<file path="src/rtl/pwm_capture.sv">
// pwm_capture: measures PWM period and high time in clk cycles
// Ports: clk, nrst (async active-low); en = capture enable; pwm_in = async PWM pin;
// period_cnt/high_cnt = last complete period and its high time; valid = 1-cycle
// strobe on a new result pair; timeout = level, no edge within 2**WIDTH-1 cycles.
module pwm_capture #(
  parameter int WIDTH       = 16,
  parameter int SYNC_STAGES = 2
) (
  input  logic             clk,
  input  logic             nrst,
  input  logic             en,
  input  logic             pwm_in,
  output logic [WIDTH-1:0] period_cnt,
  output logic [WIDTH-1:0] high_cnt,
  output logic             valid,
  output logic             timeout
);
  typedef enum logic [1:0] {IDLE, SEEK, HIGH, LOW} state_t;
  localparam logic [WIDTH-1:0] MAX = '1;
  state_t                 state_q, state_d;
  logic [WIDTH-1:0]       cnt_q, cnt_d, hi_lat_q, hi_lat_d, per_q, per_d, high_q, high_d;
  logic                   valid_q, valid_d, timeout_q, timeout_d;
  logic [SYNC_STAGES-1:0] sync_q;
  logic                   dly_q;
  logic                   rise, fall, sat;
  assign rise       = sync_q[SYNC_STAGES-1] & ~dly_q;
  assign fall       = ~sync_q[SYNC_STAGES-1] & dly_q;
  assign sat        = cnt_q == MAX;
  assign period_cnt = per_q;
  assign high_cnt   = high_q;
  assign valid      = valid_q;
  assign timeout    = timeout_q;
  always_ff @(posedge clk or negedge nrst) begin
    if (!nrst) begin
      state_q   <= IDLE;
      cnt_q     <= '0;
      hi_lat_q  <= '0;
      per_q     <= '0;
      high_q    <= '0;
      valid_q   <= 1'b0;
      timeout_q <= 1'b0;
      sync_q    <= '0;
      dly_q     <= 1'b0;
    end else begin
      state_q   <= state_d;
      cnt_q     <= cnt_d;
      hi_lat_q  <= hi_lat_d;
      per_q     <= per_d;
      high_q    <= high_d;
      valid_q   <= valid_d;
      timeout_q <= timeout_d;
      sync_q    <= {sync_q[SYNC_STAGES-2:0], pwm_in};
      dly_q     <= sync_q[SYNC_STAGES-1];
    end
  end
  // An edge on the saturating cycle takes priority over the timeout path.
  always_comb begin
    state_d   = state_q;
    cnt_d     = cnt_q;
    hi_lat_d  = hi_lat_q;
    per_d     = per_q;
    high_d    = high_q;
    valid_d   = 1'b0;
    timeout_d = timeout_q;
    if (!en) begin
      state_d = IDLE;
      cnt_d   = '0;
    end else begin
      case (state_q)
        IDLE: begin
          cnt_d   = '0;
          state_d = SEEK;
        end
        SEEK: begin
          cnt_d   = rise ? WIDTH'(1) : cnt_q;
          state_d = rise ? HIGH : SEEK;
        end
        HIGH: begin
          if (fall) begin
            hi_lat_d = cnt_q;
            cnt_d    = cnt_q + 1'b1;
            state_d  = LOW;
          end else if (sat) begin
            timeout_d = 1'b1;
            cnt_d     = '0;
            state_d   = SEEK;
          end else begin
            cnt_d = cnt_q + 1'b1;
          end
        end
        LOW: begin
          if (rise) begin
            per_d     = cnt_q;
            high_d    = hi_lat_q;
            valid_d   = 1'b1;
            timeout_d = 1'b0;
            cnt_d     = WIDTH'(1);
            state_d   = HIGH;
          end else if (sat) begin
            timeout_d = 1'b1;
            cnt_d     = '0;
            state_d   = SEEK;
          end else begin
            cnt_d = cnt_q + 1'b1;
          end
        end
        default: state_d = IDLE;
      endcase
    end
  end
endmodule

</file>
<file path="config.mk">
export PLATFORM = sky130hd
export DESIGN_NAME = pwm_capture
export DESIGN_NICKNAME = d
export VERILOG_FILES = /design/src/rtl/pwm_capture.sv
export SDC_FILE = /design/constraint.sdc
export NUM_CORES = 1
export LEC_CHECK = 0
export ABC_AREA = 1
export CAP_MARGIN = 5
export CORE_MARGIN = 2
export CORE_UTILIZATION = 60
export CTS_CLUSTER_SIZE = 40
export DETAILED_ROUTE_END_ITERATION = 12
export GPL_TIMING_DRIVEN = 1
export HOLD_SLACK_MARGIN = 0.08
export PLACE_DENSITY_LB_ADDON = 0.25
export SETUP_SLACK_MARGIN = 0.2
export SLEW_MARGIN = 20
export SYNTH_ARGS = -nofsm -noshare
export SYNTH_HDL_FRONTEND = slang
export SYNTH_SLANG_ARGS = --single-unit
</file>
<file path="constraint.sdc">
create_clock -name clk -period 3.3 [get_ports clk]
set_input_delay 0.66 -clock clk [delete_from_list [all_inputs] [get_ports clk]]
set_output_delay 0.66 -clock clk [all_outputs]
set_load 0.05 [all_outputs]
</file>
== Word level (Yosys, flattened, before mapping) ==
Cells that the tools add are included.

* Register bits: 71
* Output and inout port bits: 34

* $add $sub $neg: 1
* Equality and inequality tests: 6
* Multiplexer cells: 19
* Bitwise operators: 4
* Reduce and logical (&&, ||, !) cells: 5

{| class="wikitable"
|+ Operator list
! operator !! number
|-
| $mux W16 || 5
|-
| $pmux W16 S4 || 1
|-
| $add A16 B1 Y16 const B || 1
|-
| $eq A16 B16 Y1 const B || 1
|-
| $mux W2 || 5
|-
| $reduce_and A3 Y1 || 3
|-
| $pmux W2 S4 || 1
|-
| $mux W1 || 6
|-
| $eq A2 B2 Y1 const B || 2
|-
| $ne A3 B3 Y1 const B || 1
|-
| $and A1 B1 Y1 || 2
|-
| $eq A2 B1 Y1 const B || 1
|-
| $logic_not A2 Y1 || 1
|-
| $ne A2 B2 Y1 const B || 1
|-
| $not A1 Y1 || 2
|-
| $pmux W1 S2 || 1
|-
| $reduce_bool A2 Y1 || 1
|}

== Logic depth before layout (Yosys ltp) ==
* Depth in word-level cells: 5
* Mapped depth: 10
* Depth with buffers taken out: 10

== Least setup slack after synthesis ==
No wires, ideal clock.

* Path kind: input-to-reg
* Start point: input en
* End point: register high_q[12] (netlist: high_cnt[12])
* Setup time: 120 ps
* Data arrival time: 1,513 ps
* Required time: 3,180 ps
* Slack: 1,667 ps
* Cell stages on the path: 7
* Cell sequence: buf_6 > inv_2 > nor3_4 > inv_4 > buf_6 > nand2_1 > o21ai_2

* Word-level cells in the longest chain between the ends: 1

{| class="wikitable"
|+ RTL lines
! item !! RTL line !! text
|-
| start: declaration || 11 || <nowiki>input logic en,</nowiki>
|-
| $reduce_and A3 Y1 (no source line) || n/a ||
|-
| end signal: assignment || 49 || <nowiki>high_q <= high_d;</nowiki>
|-
| end: declaration || 21 || <nowiki>logic [WIDTH-1:0] cnt_q, cnt_d, hi_lat_q, hi_lat_d, per_q, per_d, high_q, high_d;</nowiki>
|}

No other way between the ends.
A chain may end at the register's enable or synchronous reset.

== Final worst setup path ==
* Start point: input en
* End point: register high_q[13] (netlist: high_cnt[13])

Same word-level chain as after synthesis.

==> run_results.csv <==
group,metric,value,unit
outcome,status,"complete, no violations",
cts,cts_resized,0,
synthesis,yosysTopAreaCellShare,52.3,%
floorplan,die_h,79.2,um
synthesis,ys_async_sr_fraction,100,%
floorplan,die_area,6280,um^2
synthesis,synthMostInstantiatedCell,"nand2_1",
routing,drtPass1Iterations,6,
place,dp_hpwl,4450,um
timing,setup_violations,0,
global_routing,grt_max_degree,62,
global_routing,grt_overflow,0,
routing,routed_wl,6480,um
synthesis,yosys_warnings,0,
pwr,finalPower,2.44,mW
layout,final_area,4020,um^2
critical_path,cpMaxStageDelayCell,"clkdlybuf4s50_1",
critical_path,crit_chain,"clkdlybuf4s50_1 -> inv_2 -> nor3_4 -> inv_4 -> nand2_1 -> o21ai_1",
min_path,hold_depth,0,
cts,cts_root_buf,"clkbuf_8",
synthesis,synthTopCellsByCount,"nand2_1 (112), dfrtp_1 (71), inv_1 (38), o21ai_2 (30), o21ai_1 (18)",
layout,multiInputGateArea,1330,um^2
pwr,peakVddDrop,0.271,mV
floorplan,initial_utilization,62.1,%
layout,nFillCells,409,
critical_path,cp_max_fo,61,
place,place_area,3770,um^2
synthesis,synth_fp_nets,373,
routing,antenna_left,0,
routing,via_count,2511,
layout,final_cells,483,
synthesis,synth_edf_count,0,
synthesis,ys_types,31,
critical_path,crit_path_end_kind,"flop",
timing,tns,0,ps
timing,drv_slew,0,
floorplan,std_cell_rows,27,
timing,finalClockSkew,9.40,ps
timing,hold_viol,0,
critical_path,cp.required,3500,ps
synthesis,ys_seq_elements,71,
routing,initialDrtViolationCount,191,
critical_path,crit_arrival,2560,ps
timing,fin_hold_ws,364,ps
global_routing,grt_pass1_wl,10500,um
critical_path,r2r_cells,6,
global_routing,first_global_vias,2232,
cts,path_clk_slew,80,ps
floorplan,ios,38,
timing,rsz0062_at_grt,"no",
place,place_congestion,0.936,
layout,antenna_cells,0,
place,io_buffers,37,
timing,fin_crit,2360,ps
layout,syn2layout_area_growth,18.4,%
cts,cts_sinks,71,
synthesis,synth_area,3400,um^2
layout,final_util,73.5,%
layout,regArea,1780,um^2
timing,worst_slack,942,ps
routing,vias_per_cell,5.20,
cts,postCtsSetupRepairBufs,0,
timing,max_freq,424,MHz
synthesis,synthCells,368,
min_path,hold_class,"reg2reg",
cts,numCtsBuffers,9,
layout,nNetsFinal,411,
synthesis,synth_top_area_cell,"dfrtp_1",
timing,finalCritPeriodShare,71.5,%
critical_path,cp-start-kind,"primary input",
pwr,power-per-cell-area,606,nW/um^2
cts,clkLatencyLatePin,340,ps
cts,cts_hold_buffers,0,
routing,remaining_drc_errors,0,
cts,htree_num_levels,3,
synthesis,synth_flop_cell,"dfrtp_1",
synthesis,avgSynthCellArea,9.23,um^2
place,pre_cts_slack,585,ps
global_routing,antenna_found_initial,0,
floorplan,core,5470,um^2
synthesis,ys_seq_area_share,52.3,%
routing,wl_per_cell,13.4,um
timing,worst_pin_slew,787,ps
global_routing,groute.usage.overall,22.0,%
critical_path,path_class,"in2reg",
floorplan,die_w,79.2,um
synthesis,yosys-top-cells-area,"dfrtp_1 (52%), nand2_1 (12%), o21ai_2 (7.7%)",
critical_path,slowest_delay,800,ps
run,drv_cap,0,
cts,cts_tree,"built",
cts,clock_path_buffers,2,
timing,maxSlewHeadroom,47.5,%
place,dpl.cell_count,467,
layout,drive_gt1_share,20.2,%
pwr,leakage,1.87,nW
placed cells by master (no fill, tap or decap), drive strengths merged:
master,instances
o21a,1
o2111ai,3
nor2,17
buf,3
xor2,7
clkinvlp,1
nand3,13
clkdlybuf4s50,36
a21oi,9
nor4,1
clkinv,1
nand2,122
clkbuf,10
nor3,5
dfrtp,71
nand4,6
o21ai,51
ha,1
a31oi,2
inv,48
bufinv,3
per-layer routing:
layer / track usage, % / up-vias / share of wire (%)
li1: - / 1249 / -
met1: 31.0 / 1199 / 47
met2: 33.1 / 54 / 48
met3: 4.77 / 9 / 3.6
met4: 9.48 / 0 / 1.6
met5: 0 / - / 0
sequential cells by signal (all words and copies together) (netlist names), 2 cells and up:
register / cells
hi_lat_q: 16
high_cnt: 16
period_cnt: 16
cnt_q: 16
sync_q: 2
state_q: 2
layout make-up:
type,count,area share (%)
Clock buffer,10,3.42
Timing Repair Buffer,39,9.77
Tap cell,72,2.24
Inverter,47,4.45
Multi-Input combinational cell,238,33.1
Sequential cell,71,44.2
Clock inverter,6,2.86
critical path: cells and delay by family:
kind	cells	cell delay (ps)
AOI/OAI and AO/OA	1	80
and+or+nand+nor	2	510
buffers and inverters	3	1260
power by group:
group	internal, mW	switching (mW)
Combinational	0.179	0.380
Clock	0.528	0.332
Sequential	0.971	0.0482
Total	1.68	0.760
final timing paths:
check | from | end | slack, ps
max | en | high_cnt[13] | 940
min | sync_q[0] | sync_q[1] | 360
max reg2reg | dly_q | cnt_q[11] | 1530
min reg2reg | sync_q[0] | sync_q[1] | 360
max in group asynchronous | nrst | cnt_q[15] | 2240
min in group asynchronous | nrst | high_cnt[10] | 400
kinds of logic (layout without fill, tap and decap cells):
| logic type | after synthesis | in the layout | synth area share [%] |
|---|---|---|---|
| DFF | 71 | 71 | 52.3 |
| buffers and inverters | 59 | 102 | 8.55 |
| xor gates and xnor gates | 7 | 7 | 1.80 |
| adders and majority gates | 1 | 1 | 0.368 |
| AOI/OAI and AO/OA | 66 | 66 | 14.2 |
| and+or+nand+nor | 164 | 164 | 22.8 |
No activity file was read; power rests on OpenSTA's default activity.
